### src/rtl/alarm_controller_if.sv
`default_nettype none
// ============================================================================
// Module      : alarm_controller_if
// Description : Bundles the keypad, sensor and indicator signals of the
//               alarm controller.
//               master : drives tick/btn/check/code_cfg/zone/zone_mask and
//                        observes the indicators.
//               slave  : the controller itself.
// Revision    : 1.0 - initial release
// ============================================================================
interface alarm_controller_if #(
    parameter int N_BTN    = 3,
    parameter int CODE_LEN = 4,
    parameter int N_ZONES  = 2
) ();
    localparam int c_bw = (N_BTN > 2) ? $clog2(N_BTN) : 1;

    logic                     tick;
    logic [N_BTN-1:0]         btn;
    logic                     check;
    logic [CODE_LEN*c_bw-1:0] code_cfg;
    logic [N_ZONES-1:0]       zone;
    logic [N_ZONES-1:0]       zone_mask;

    logic [2:0]               state;
    logic                     armed_led;
    logic                     alarm;
    logic [N_ZONES-1:0]       zone_latched;
    logic                     lockout;
    logic [3:0]               fail_cnt;

    modport master (
        output tick, btn, check, code_cfg, zone, zone_mask,
        input  state, armed_led, alarm, zone_latched, lockout, fail_cnt
    );

    modport slave (
        input  tick, btn, check, code_cfg, zone, zone_mask,
        output state, armed_led, alarm, zone_latched, lockout, fail_cnt
    );
endinterface
`default_nettype wire

### src/rtl/alarm_controller.sv
`default_nettype none
// ============================================================================
// Module      : alarm_controller
// Description : Keypad-armed intrusion alarm. Collects a button code, arms
//               through an exit delay, trips through an entry delay into
//               ALARM on enabled zone activity, and locks the keypad after
//               MAX_FAIL consecutive wrong codes.
// Ports       : clk  - system clock
//               rst  - asynchronous active-high reset
//               bus  - alarm_controller_if.slave (tick, btn, check, code_cfg,
//                      zone, zone_mask in; state, armed_led, alarm,
//                      zone_latched, lockout, fail_cnt out; all registered)
// Revision    : 1.0 - initial release
// ============================================================================
module alarm_controller #(
    parameter int N_BTN       = 3,
    parameter int CODE_LEN    = 4,
    parameter int N_ZONES     = 2,
    parameter int EXIT_TICKS  = 10,
    parameter int ENTRY_TICKS = 10,
    parameter int LOCK_TICKS  = 30,
    parameter int MAX_FAIL    = 3
) (
    input wire                clk,
    input wire                rst,
    alarm_controller_if.slave bus
);
    localparam int c_bw = (N_BTN > 2) ? $clog2(N_BTN) : 1;
    localparam int c_cw = $clog2(CODE_LEN + 2);   // holds 0..CODE_LEN+1

    typedef enum logic [2:0] {
        ST_DISARMED = 3'd0,
        ST_EXIT     = 3'd1,
        ST_ARMED    = 3'd2,
        ST_ENTRY    = 3'd3,
        ST_ALARM    = 3'd4
    } state_t;

    state_t                   r_state,    w_state_nxt;
    logic [7:0]               r_tmr,      w_tmr_nxt;
    logic [7:0]               r_ltmr,     w_ltmr_nxt;
    logic                     r_led,      w_led_nxt;
    logic                     r_alarm,    w_alarm_nxt;
    logic [N_ZONES-1:0]       r_zl,       w_zl_nxt;
    logic                     r_lockout,  w_lock_nxt;
    logic [3:0]               r_fail,     w_fail_nxt;
    logic [CODE_LEN*c_bw-1:0] r_buf,      w_buf_nxt;
    logic [c_cw-1:0]          r_cnt,      w_cnt_nxt;
    logic                     r_err,      w_err_nxt;
    logic [N_BTN-1:0]         r_btn_prev;
    logic                     r_chk_prev;

    logic [N_BTN-1:0]         w_btn_rise;
    logic                     w_chk_rise;
    logic                     w_btn_single;
    logic [c_bw-1:0]          w_btn_idx;
    logic                     w_valid;
    logic                     w_invalid;
    logic                     w_hit_max;
    logic [3:0]               w_fail_inc;
    logic [N_ZONES-1:0]       w_hits;

    assign w_btn_rise   = bus.btn & ~r_btn_prev;
    assign w_chk_rise   = bus.check & ~r_chk_prev;
    // Exactly one bit set: nonzero and clearing the lowest set bit leaves zero.
    assign w_btn_single = (w_btn_rise != '0) &&
                          ((w_btn_rise & (w_btn_rise - N_BTN'(1))) == '0);
    assign w_fail_inc   = r_fail + 4'd1;
    assign w_hits       = bus.zone & bus.zone_mask;

    always_comb begin
        w_btn_idx   = '0;
        w_buf_nxt   = r_buf;
        w_cnt_nxt   = r_cnt;
        w_err_nxt   = r_err;
        w_valid     = 1'b0;
        w_invalid   = 1'b0;
        w_fail_nxt  = r_fail;
        w_lock_nxt  = r_lockout;
        w_ltmr_nxt  = r_ltmr;
        w_hit_max   = 1'b0;
        w_state_nxt = r_state;
        w_tmr_nxt   = r_tmr;
        w_zl_nxt    = r_zl;
        w_led_nxt   = 1'b0;
        w_alarm_nxt = 1'b0;

        for (int i = 0; i < N_BTN; i++) begin
            if (w_btn_rise[i]) begin
                w_btn_idx = c_bw'(i);
            end
        end

        // Keypad entry; every edge is ignored while locked out. A check edge
        // wins over any button edge in the same cycle.
        if (!r_lockout) begin
            if (w_chk_rise) begin
                if ((r_cnt == c_cw'(CODE_LEN)) && !r_err && (r_buf == bus.code_cfg)) begin
                    w_valid = 1'b1;
                end else begin
                    w_invalid = 1'b1;
                end
                w_buf_nxt = '0;
                w_cnt_nxt = '0;
                w_err_nxt = 1'b0;
            end else if (w_btn_rise != '0) begin
                if (w_btn_single) begin
                    if (r_cnt < c_cw'(CODE_LEN)) begin
                        w_buf_nxt[int'(r_cnt)*c_bw +: c_bw] = w_btn_idx;
                    end
                    if (r_cnt <= c_cw'(CODE_LEN)) begin
                        w_cnt_nxt = r_cnt + c_cw'(1);
                    end
                end else begin
                    w_err_nxt = 1'b1;
                end
            end
        end

        // Failure counting and keypad lockout.
        if (r_lockout) begin
            if (bus.tick) begin
                if (r_ltmr <= 8'd1) begin
                    w_lock_nxt = 1'b0;
                    w_fail_nxt = 4'd0;
                    w_ltmr_nxt = 8'd0;
                end else begin
                    w_ltmr_nxt = r_ltmr - 8'd1;
                end
            end
        end else if (w_valid) begin
            w_fail_nxt = 4'd0;
        end else if (w_invalid && (r_fail != 4'hF)) begin
            w_fail_nxt = w_fail_inc;
            if (w_fail_inc == 4'(MAX_FAIL)) begin
                w_lock_nxt = 1'b1;
                w_ltmr_nxt = 8'(LOCK_TICKS);
                w_hit_max  = 1'b1;
            end
        end

        if ((r_state == ST_ARMED) || (r_state == ST_ENTRY) || (r_state == ST_ALARM)) begin
            w_zl_nxt = r_zl | w_hits;
        end

        // Valid check outranks lockout, zone trips and timer expiry.
        case (r_state)
            ST_DISARMED: begin
                if (w_valid) begin
                    w_state_nxt = ST_EXIT;
                    w_tmr_nxt   = 8'(EXIT_TICKS);
                    w_zl_nxt    = '0;
                end
            end
            ST_EXIT: begin
                if (w_valid) begin
                    w_state_nxt = ST_DISARMED;
                    w_tmr_nxt   = 8'd0;
                end else if (bus.tick) begin
                    if (r_tmr <= 8'd1) begin
                        w_state_nxt = ST_ARMED;
                        w_tmr_nxt   = 8'd0;
                    end else begin
                        w_tmr_nxt = r_tmr - 8'd1;
                    end
                end
            end
            ST_ARMED: begin
                if (w_valid) begin
                    w_state_nxt = ST_DISARMED;
                end else if (w_hit_max) begin
                    w_state_nxt = ST_ALARM;
                end else if (w_hits != '0) begin
                    w_state_nxt = ST_ENTRY;
                    w_tmr_nxt   = 8'(ENTRY_TICKS);
                end
            end
            ST_ENTRY: begin
                if (w_valid) begin
                    w_state_nxt = ST_DISARMED;
                    w_tmr_nxt   = 8'd0;
                end else if (w_hit_max) begin
                    w_state_nxt = ST_ALARM;
                    w_tmr_nxt   = 8'd0;
                end else if (bus.tick) begin
                    if (r_tmr <= 8'd1) begin
                        w_state_nxt = ST_ALARM;
                        w_tmr_nxt   = 8'd0;
                    end else begin
                        w_tmr_nxt = r_tmr - 8'd1;
                    end
                end
            end
            ST_ALARM: begin
                if (w_valid) begin
                    w_state_nxt = ST_DISARMED;
                end
            end
            default: begin
                w_state_nxt = ST_DISARMED;
                w_tmr_nxt   = 8'd0;
            end
        endcase

        // LED blinks through the exit delay, starting lit on entry.
        case (w_state_nxt)
            ST_DISARMED: w_led_nxt = 1'b0;
            ST_EXIT:     w_led_nxt = (r_state != ST_EXIT) ? 1'b1 :
                                     (bus.tick ? ~r_led : r_led);
            default:     w_led_nxt = 1'b1;
        endcase
        w_alarm_nxt = (w_state_nxt == ST_ALARM);
    end

    always_ff @(posedge clk or posedge rst) begin
        if (rst) begin
            r_state    <= ST_DISARMED;
            r_tmr      <= 8'd0;
            r_ltmr     <= 8'd0;
            r_led      <= 1'b0;
            r_alarm    <= 1'b0;
            r_zl       <= '0;
            r_lockout  <= 1'b0;
            r_fail     <= 4'd0;
            r_buf      <= '0;
            r_cnt      <= '0;
            r_err      <= 1'b0;
            r_btn_prev <= '0;
            r_chk_prev <= 1'b0;
        end else begin
            r_state    <= w_state_nxt;
            r_tmr      <= w_tmr_nxt;
            r_ltmr     <= w_ltmr_nxt;
            r_led      <= w_led_nxt;
            r_alarm    <= w_alarm_nxt;
            r_zl       <= w_zl_nxt;
            r_lockout  <= w_lock_nxt;
            r_fail     <= w_fail_nxt;
            r_buf      <= w_buf_nxt;
            r_cnt      <= w_cnt_nxt;
            r_err      <= w_err_nxt;
            r_btn_prev <= bus.btn;
            r_chk_prev <= bus.check;
        end
    end

    assign bus.state        = r_state;
    assign bus.armed_led    = r_led;
    assign bus.alarm        = r_alarm;
    assign bus.zone_latched = r_zl;
    assign bus.lockout      = r_lockout;
    assign bus.fail_cnt     = r_fail;
endmodule
`default_nettype wire

### src/flat_wrapper.sv
// flat-port wrapper written by rule: the top's interface ports become plain ports
module alarm_controller_flat 
#(
    parameter int N_BTN       = 3,
    parameter int CODE_LEN    = 4,
    parameter int N_ZONES     = 2,
    parameter int EXIT_TICKS  = 10,
    parameter int ENTRY_TICKS = 10,
    parameter int LOCK_TICKS  = 30,
    parameter int MAX_FAIL    = 3
)
  (clk, rst, bus_tick, bus_btn, bus_check, bus_code_cfg, bus_zone, bus_zone_mask, bus_state, bus_armed_led, bus_alarm, bus_zone_latched, bus_lockout, bus_fail_cnt);
  alarm_controller_if #(.N_BTN(N_BTN), .CODE_LEN(CODE_LEN), .N_ZONES(N_ZONES)) bus_i ();
  input wire clk;
  input wire rst;
  input wire logic [$bits(bus_i.tick)-1:0] bus_tick;
  input wire logic [$bits(bus_i.btn)-1:0] bus_btn;
  input wire logic [$bits(bus_i.check)-1:0] bus_check;
  input wire logic [$bits(bus_i.code_cfg)-1:0] bus_code_cfg;
  input wire logic [$bits(bus_i.zone)-1:0] bus_zone;
  input wire logic [$bits(bus_i.zone_mask)-1:0] bus_zone_mask;
  output wire logic [$bits(bus_i.state)-1:0] bus_state;
  output wire logic [$bits(bus_i.armed_led)-1:0] bus_armed_led;
  output wire logic [$bits(bus_i.alarm)-1:0] bus_alarm;
  output wire logic [$bits(bus_i.zone_latched)-1:0] bus_zone_latched;
  output wire logic [$bits(bus_i.lockout)-1:0] bus_lockout;
  output wire logic [$bits(bus_i.fail_cnt)-1:0] bus_fail_cnt;
  assign bus_i.tick = bus_tick;
  assign bus_i.btn = bus_btn;
  assign bus_i.check = bus_check;
  assign bus_i.code_cfg = bus_code_cfg;
  assign bus_i.zone = bus_zone;
  assign bus_i.zone_mask = bus_zone_mask;
  assign bus_state = bus_i.state;
  assign bus_armed_led = bus_i.armed_led;
  assign bus_alarm = bus_i.alarm;
  assign bus_zone_latched = bus_i.zone_latched;
  assign bus_lockout = bus_i.lockout;
  assign bus_fail_cnt = bus_i.fail_cnt;
  alarm_controller #(.N_BTN(N_BTN), .CODE_LEN(CODE_LEN), .N_ZONES(N_ZONES), .EXIT_TICKS(EXIT_TICKS), .ENTRY_TICKS(ENTRY_TICKS), .LOCK_TICKS(LOCK_TICKS), .MAX_FAIL(MAX_FAIL)) u_core (.clk(clk), .rst(rst), .bus(bus_i));
endmodule
### config.mk
export PLATFORM = sky130hd
export DESIGN_NAME = alarm_controller_flat
export DESIGN_NICKNAME = d
export VERILOG_FILES = /design/src/rtl/alarm_controller_if.sv /design/src/rtl/alarm_controller.sv /design/src/flat_wrapper.sv
export SDC_FILE = /design/constraint.sdc
export NUM_CORES = 1
export LEC_CHECK = 0
export CORE_ASPECT_RATIO = 2
export CORE_MARGIN = 2
export CORE_UTILIZATION = 50
export DETAILED_ROUTE_END_ITERATION = 8
export GPL_TIMING_DRIVEN = 0
export PLACE_DENSITY = 0.76
export SYNTH_ARGS = -nofsm -noshare
export SYNTH_HDL_FRONTEND = slang
export SYNTH_SLANG_ARGS = --single-unit
### constraint.sdc
create_clock -name clk -period 3.3 [get_ports clk]
set_input_delay 0.495 -clock clk [delete_from_list [all_inputs] [get_ports clk]]
set_output_delay 0.495 -clock clk [all_outputs]
set_load 0.02 [all_outputs]
Word-level counts from Yosys, hierarchy flattened

Cells that the tools add are included.

$add $sub $neg: 6
$lt $le $gt $ge: 4
Eq/ne operators: 20
Shift operators: 2
Mux-type cells: 67
Bitwise operators: 10
Reductions and logical operators: 25

Operators with widths:

| cell                     | number |
|---|---|
| $mux W8                  | 19 |
| $mux W3                  | 16 |
| $pmux W8 S5              | 1 |
| $neg A4 Y33              | 1 |
| $shift A2 B33 Y8 const A | 1 |
| $shiftx A2 B33 Y8        | 1 |
| $mux W4                  | 5 |
| $mux W1                  | 19 |
| $le A8 B1 Y1 const B     | 2 |
| $sub A8 B1 Y8 const B    | 2 |
| $pmux W3 S5              | 1 |
| $reduce_bool A2 Y1       | 7 |
| $reduce_and A4 Y1        | 3 |
| $ne A2 B2 Y1 const B     | 5 |
| $eq A3 B3 Y1 const B     | 3 |
| $logic_not A3 Y1         | 3 |
| $bwmux W8                | 1 |
| $eq A8 B8 Y1             | 1 |
| $mux W2                  | 4 |
| $and A3 B3 Y3            | 2 |
| $eq A3 B1 Y1 const B     | 2 |
| $eq A3 B2 Y1 const B     | 2 |
| $ne A2 B1 Y1 const B     | 3 |
| $reduce_and A3 Y1        | 2 |
| 20 further kinds         | 28 |

Register bits after elaboration: 44
Input bits: 19
Output and inout port bits: 12
Logic and storage cells: 147

Depth between registers and ports, before layout

Gate-level depths: netlist of the first run.

Depth in word-level cells: 15
Mapped depth: 11
Depth with buffers taken out: 9

Least setup slack after synthesis of the first run

OpenSTA, ideal clock, no wires.

Path kind: register to register
Start: register u_core.r_cnt[0]
End: register u_core.r_tmr[3]
Library setup time: 124 ps
Data arrival time: 2369 ps
Data required time: 3176 ps
Slack: 807 ps
Stages on the path, launching flop included: 10
Path buffers: 0
Period minus slack after synthesis: 2493 ps
Cells stage by stage: dfrtp_1 > inv_1 > ha_1 > ha_1 > nor2b_1 > nand4_4 > or4_4 > a41oi_2 > nand3_2 > a211o_1

Word-level cells in the longest chain between the ends: 13
Elaborated cells between the ends (all ways): 21
Classes of those cells: 4 x eq/ne; 13 x mux; 4 x reduce/logical

Ends and longest elaborated chain:

| element                            | RTL line                | source |
|---|---|---|
| start, declared                    | alarm_controller.sv:48  | `logic [c_cw-1:0] r_cnt, w_cnt_nxt;` |
| start signal, assigned             | alarm_controller.sv:240 | `r_cnt <= w_cnt_nxt;` |
| $eq A3 B3 Y1 *                     | alarm_controller.sv:98  | `if ((r_cnt == c_cw'(CODE_LEN)) && !r_err && (r_buf == bus.code_cfg)) begin` |
| $logic_and A1 B1 Y1 * (2 in a row) | alarm_controller.sv:98  |  |
| $mux W1                            | alarm_controller.sv:98  |  |
| $mux W1                            | alarm_controller.sv:97  | `if (w_chk_rise) begin` |
| $mux W1                            | alarm_controller.sv:96  | `if (!r_lockout) begin` |
| $logic_and A1 B1 Y1                | alarm_controller.sv:133 | `end else if (w_invalid && (r_fail != 4'hF)) begin` |
| $mux W1                            | alarm_controller.sv:133 |  |
| $mux W1                            | alarm_controller.sv:131 | `end else if (w_valid) begin` |
| $mux W1                            | alarm_controller.sv:121 | `if (r_lockout) begin` |
| $mux W8                            | alarm_controller.sv:182 | `end else if (w_hit_max) begin` |
| $mux W8                            | alarm_controller.sv:179 | `if (w_valid) begin` |
| $pmux W8 S5                        | alarm_controller.sv:147 | `case (r_state)` |
| end signal, assigned               | alarm_controller.sv:232 | `r_tmr <= w_tmr_nxt;` |
| end, declared                      | alarm_controller.sv:40  | `logic [7:0] r_tmr, w_tmr_nxt;` |

Every way passes the cells marked *; elsewhere a longest branch is shown, timed or not.
A chain may end at the register's enable or synchronous reset.

Worst setup path after layout of the first run

Start: register u_core.r_cnt[0]
End: register u_core.r_tmr[0]

The elaborated chain is that of the path after synthesis.

==> flow_summary.yaml, run 1 <==
sta:
  period_share_pct: 86.5
  worstMarginPinSlew_ns: 0.634
  grt_setup_unrepaired: "no"
  setup_ws_ns: 0.445
  setup_viol: 0
  fmax_mhz: 350
  finalHoldViolations: 0
  max_slew_margin_pct: 57.4
  slew_viol_final: 0
  fin_crit_ns: 2.86
  finClkSkew_ns: 0.00823
  worst_hold_slack_ns: 0.414
  fin_setup_tns_ns: 0
status:
  status: "finished, final reports clean"
detailed_routing:
  routed_wl_um: 6770
  final_antenna_net_count: 0
  drc: 0
  drt_iter0_markers: 147
  vias: 2481
  viasPerCell: 6.19
  wire_per_inst_um: 16.9
  firstDrtPassIters: 4
power_and_ir_drop:
  power_per_cell_area_mw_per_mm2: 691
  p_int_mw: 1.32
  p_comb_share_pct: 44.6
  p_seq_share_pct: 37.1
  p_sw_mw: 0.942
  p_clk_share_pct: 18.4
  p_sw_share_pct: 41.6
  p_total_mw: 2.26
  ir_drop_mv: 0.595
  p_leak_nw: 1.35
setup_path:
  worst_setup_path_start_kind: "register"
  reg2reg_to: "u_core.r_tmr[0]"
  regToRegSetupSlack_ns: 0.44
  cpPeakStageDelay_ns: 0.62
  cp_cell_sequence: "inv_1 -> ha_1 -> ha_1 -> nor2b_1 -> nand4_4 -> nor4_4 -> a2111oi_2 -> clkbuf_1 -> a31oi_1 -> a31oi_1"
  crit_type: "reg2reg"
  crit_path_max_fanout: 10
  worstPathRequired_ns: 3.47
  worst_ep_arrival_time_ns: 3.03
  slowest_stage: "nor4_4"
  endpoint_kind: "register"
  reg2reg_depth: 10
  rr_startpoint: "u_core.r_cnt[0]"
place:
  pre_cts_ws_ns: 0.438
  routabilityCongestion: 0.839
  hpwl_um: 5180
  dp_cells: 393
  place_area_mm2: 0.00317
  io_buffers: 30
layout:
  finalNonFillerCells: 401
  final_nets: 370
  drive_above_1_share_pct: 7.92
  fin_area_mm2: 0.00327
  antenna_cells: 0
  area_growth_pct: 18.2
  utilization_pct: 60.9
clocking:
  clock_sinks: 44
  cts_tree: "done"
  htreeDepth: 2
  ctsResizeCount: 0
  path_clk_slew_ns: 0.08
  cts_made_buffers: 5
  root_buffer: "clkbuf_8"
  postCtsSetupBuffers: 0
  cts_hold_buf: 0
  clock_latency_ns: 0.30
  cts_buffer_depth: 2
synthesis:
  ys_top_cells_by_count: "dfrtp_1, nand2_1, inv_1, nor2_1, o21ai_0"
  ys_warn_count: 0
  ys_ff_latch: 44
  yosysTopAreaCell: "dfrtp_1"
  synth_top_area_share_pct: 39.7
  syn_inst: 302
  seq_area_frac_synth_pct: 39.7
  synth_cell_type_count: 56
  synth_most_common_cell: "dfrtp_1"
  avgSynthCellArea_um2: 9.17
  synth.cell_area_mm2: 0.00277
  synth_area_leaders: "dfrtp_1, ha_1, nand2_1, o21ai_0, a21oi_1"
  synthesis.nets: 332
  synthArstFlopShare_pct: 100
  synth_edf_count: 0
  synth_top_flop_cell: "dfrtp_1"
die:
  design.die.area_mm2: 0.00619
  core-area_mm2: 0.00537
  ios: 31
  num_rows: 38
  die_y_um: 109
  initial_utilization_pct: 51.6
  die_x_um: 56.6
global_routing:
  grt_overflow: 0
  grt_use_total_pct: 23.2
  grt_pass1_wl_um: 11300
  grt_pass1_vias: 2544
  grt_max_degree: 38
  antenna_found_initial: 0
flow_run:
  maxCapViolations: 0
hold_path:
  min_path_type: "in2async"
-- kinds of logic (layout without fill, tap and decap cells) --
kind of cell / Yosys count / in the layout / synth area share, %
DFF: 44 / 44 / 39.7
xor gates and xnor gates: 11 / 11 / 4.70
muxes: 1 / 1 / 0.406
adders and majority gates: 12 / 12 / 5.33
buffers and inverters: 30 / 69 / 4.20
and+or+nand+nor: 115 / 115 / 22.7
AOI/OAI and AO/OA: 89 / 89 / 22.9
-- flip-flops by register name, indices dropped and copies added (netlist names) --
| signal | count |
|---|---|
| u_core.bus.zone_latched | 2 |
| u_core.r_ltmr | 8 |
| u_core.r_err | 1 |
| u_core.bus.fail_cnt | 4 |
| u_core.r_tmr | 8 |
| u_core.bus.lockout | 1 |
| u_core.r_btn_prev | 3 |
| u_core.r_cnt | 3 |
| u_core.bus.alarm | 1 |
| u_core.bus.state | 3 |
| u_core.bus.armed_led | 1 |
| u_core.r_buf | 8 |
| u_core.r_chk_prev | 1 |
-- layer usage --
metal	share of wire (%)	vias up	GRT usage (%)
met3	2.2	20	3.08
met4	3.4	0	13.4
met2	58	45	45.0
met1	37	1220	22.6
met5	0	-	0
li1	-	1196	-
-- layout by cell type (no fill, tap or decap), types with 4 or more instances in the layout --
cell type        count
a21oi_1             16
a22o_1               8
a31oi_1              8
and3_1               4
clkbuf_1            10
clkbuf_8             5
clkdlybuf4s50_1     30
dfrtp_1             44
ha_1                11
inv_1               19
nand2_1             33
nand2b_1             4
nand3_1             14
nand4_1              7
nor2_1              20
nor2b_1              5
nor3_1               5
nor4_1               4
o211ai_1             5
o21ai_0             19
o2bb2ai_1            5
or3_1                4
xnor2_1              7
-- worst max-delay path: cells and delay by family, from the launching register on --
family | cells | cell delay [ns]
AO/OA/AOI/OAI | 3 | 0.44
adder cells (fa/ha/maj) | 2 | 0.35
buffers and inverters | 2 | 0.39
flip-flops | 1 | 0.46
AND/OR/NAND/NOR | 3 | 1.07
-- cell type report --
type | instances | area [um^2]
Fill cell | 480 | 2100
Timing Repair Buffer | 31 | 320
Inverter | 20 | 75.1
Clock buffer | 6 | 72.6
Clock inverter | 2 | 35.0
Buffer | 10 | 41.3
Sequential cell | 44 | 1100
Tap cell | 60 | 75.1
Multi-Input combinational cell | 228 | 1550
-- worst max-delay path by stage --
stage,startpoint,endpoint,slack [ns],depth (start not counted)
6_report,u_core.r_cnt[0],u_core.r_tmr[0],0.44,10
5_1_grt,u_core.r_cnt[0],u_core.r_tmr[6],0.25,10
4_1_cts,u_core.r_cnt[0],u_core.r_tmr[0],0.44,10
3_5_place_dp,bus_check,u_core.r_tmr[3],0.44,7
3_3_place_gp,bus_check,u_core.r_tmr[3],0.44,7
2_1_floorplan,u_core.r_cnt[0],u_core.r_tmr[3],0.81,9
-- power groups by stage --
stage | sequential (mW) | combinational [mW] | clock, mW
after CTS | 0.835 | 1.01 | 0.419
after detailed placement | 0.844 | 1.01 | 0
after global routing | 0.861 | 1.14 | 0.440
after floorplan | 0.857 | 0.675 | 0
final | 0.839 | 1.01 | 0.415
after global placement | 0.839 | 0.982 | 0
(Power assumes the default switching activity.)
==> inputs of run 2 (changes only) <==
- RECOVER_POWER: default -> 100
==> run 2 against run 1 <==
Against the previous run: sequential share of layout area grew 0.31 points; die area stayed put; non-clock buffer count is the same; via count is 0.56% higher; global-route usage is the same; the flow now finishes with violations (capacitance limit, slew limit); worst setup slack worse by 0.13 ns.
==> flow_summary.yaml, run 2 (same netlist as run 1, synthesis figures left out) <==
sta:
  finalHoldViolations: 0
  fin_crit_ns: 2.98
  grt_setup_unrepaired: "no"
  slew_viol_final: 38
  fmax_mhz: 336
  fin_setup_tns_ns: 0
  worstMarginPinSlew_ns: 1.73
  setup_ws_ns: 0.320
  setup_viol: 0
  period_share_pct: 90.3
  finClkSkew_ns: 0.00876
  max_slew_margin_pct: -15.6
die:
  initial_utilization_pct: 51.6
  die_y_um: 109
  ios: 31
  core-area_mm2: 0.00537
  design.die.area_mm2: 0.00619
  die_x_um: 56.6
  num_rows: 38
setup_path:
  slowest_stage: "or4_4"
  crit_path_max_fanout: 7
  worst_setup_path_start_kind: "register"
  endpoint_kind: "register"
  cpPeakStageDelay_ns: 0.63
  crit_type: "reg2reg"
  critPathMostFrequentCell: "ha_1"
  worstPathRequired_ns: 3.48
  cp_cell_sequence: "inv_1 -> ha_1 -> ha_1 -> nor2b_1 -> nand4_1 -> or4_4 -> a41oi_2 -> nand3_1 -> a211o_1"
  worst_ep_arrival_time_ns: 3.16
power_and_ir_drop:
  p_leak_nw: 1.37
  power_per_cell_area_mw_per_mm2: 689
  ir_drop_mv: 0.588
layout:
  top_regs: "u_core.r_buf: 8 flops, u_core.r_ltmr: 8 flops, u_core.r_tmr: 8 flops"
  final_nets: 370
  drive_above_1_share_pct: 6.45
  layout_commonest_cell: "dfrtp_1"
  area_growth_pct: 17.1
  fin_area_mm2: 0.00324
  utilization_pct: 60.4
  antenna_cells: 0
  layout_common_cells: "dfrtp_1, nand2_1, nor2_1"
clocking:
  clock_latency_ns: 0.30
  cts_tree: "done"
  cts_hold_buf: 0
  cts_made_buffers: 5
  ctsResizeCount: 0
  path_clk_slew_ns: 0.08
  htreeDepth: 2
  clock_sinks: 44
  root_buffer: "clkbuf_8"
  postCtsSetupBuffers: 0
  cts_buffer_depth: 2
detailed_routing:
  routed_wl_um: 6810
  vias: 2495
  drt_iter0_markers: 101
  firstDrtPassIters: 4
  viasPerCell: 6.22
  final_antenna_net_count: 0
  wire_per_inst_um: 17.0
  drc: 0
flow_run:
  maxCapViolations: 1
global_routing:
  grt_max_degree: 38
  grt_pass1_wl_um: 11300
  grt_use_total_pct: 23.2
  antenna_found_initial: 0
  grt_pass1_vias: 2544
  grt_overflow: 0
place:
  routabilityCongestion: 0.839
  place_area_mm2: 0.00317
  pre_cts_ws_ns: 0.438
  hpwl_um: 5180
  io_buffers: 30
hold_path:
  min_path_type: "reg2reg"
status:
  status: "finished, violations left"
  violations: "capacitance limit, slew limit"
-- run 2: report_power, final --
group	total [mW]	leakage (nW)	internal (mW)	switching, mW
logic	0.982	0.758	0.403	0.579
clock network	0.415	0.0552	0.225	0.190
registers	0.837	0.562	0.671	0.165
-- run 2: layer usage --
metal | up-vias | part of all wire (%) | global-route usage (%)
li1 | 1196 | - | -
met1 | 1229 | 36 | 22.6
met2 | 48 | 58 | 45.0
met3 | 22 | 2.1 | 3.08
met4 | 0 | 3.5 | 13.4
met5 | - | 0 | 0
-- run 2: area by class of cell --
cell class | count | area [um^2]
Buffer | 10 | 41.3
Clock inverter | 2 | 35.0
Multi-Input combinational cell | 228 | 1530
Sequential cell | 44 | 1100
Tap cell | 60 | 75.1
Fill cell | 485 | 2130
Clock buffer | 6 | 72.6
Timing Repair Buffer | 31 | 313
Inverter | 20 | 75.1
-- run 2: worst max-delay path: cells and delay by family, from the launching register on --
| family | cells | cell delay [ns] |
|---|---|---|
| adders and majority gates | 2 | 0.35 |
| buffers and inverters | 1 | 0.11 |
| DFF | 1 | 0.46 |
| and+or+nand+nor | 4 | 1.37 |
| AOI/OAI and AO/OA | 2 | 0.57 |
-- run 2: final timing paths --
kind                                 start               end  slack [ns]  cells past startpoint
max                        u_core.r_cnt[0]   u_core.r_tmr[3]        0.32                      9
min                           u_core.r_err      u_core.r_err        0.50                      2
max reg2reg                u_core.r_cnt[0]   u_core.r_tmr[3]        0.32                      9
min reg2reg                   u_core.r_err      u_core.r_err        0.50                      2
max in group asynchronous              rst  u_core.r_ltmr[2]        0.71                      3
min in group asynchronous              rst  u_core.r_ltmr[6]        0.57                      2
-- run 2: per-stage QoR --
stage | cells | power, mW | hold WS (ns)
final | 401 | 2.23 | 0.505
after global routing | 401 | 2.41 | 0.544
after CTS | 401 | 2.27 | 0.414
after detailed placement | 393 | 1.85 | 0.492
after global placement | 392 | 1.82 | 0.488
after floorplan | 302 | 1.53 | 0.463
==> inputs of run 3 (changes only) <==
- HOLD_SLACK_MARGIN: default -> 0.02
==> results of run 3 <==
The final DEF is identical to that of run 2; final timing and power are the same.
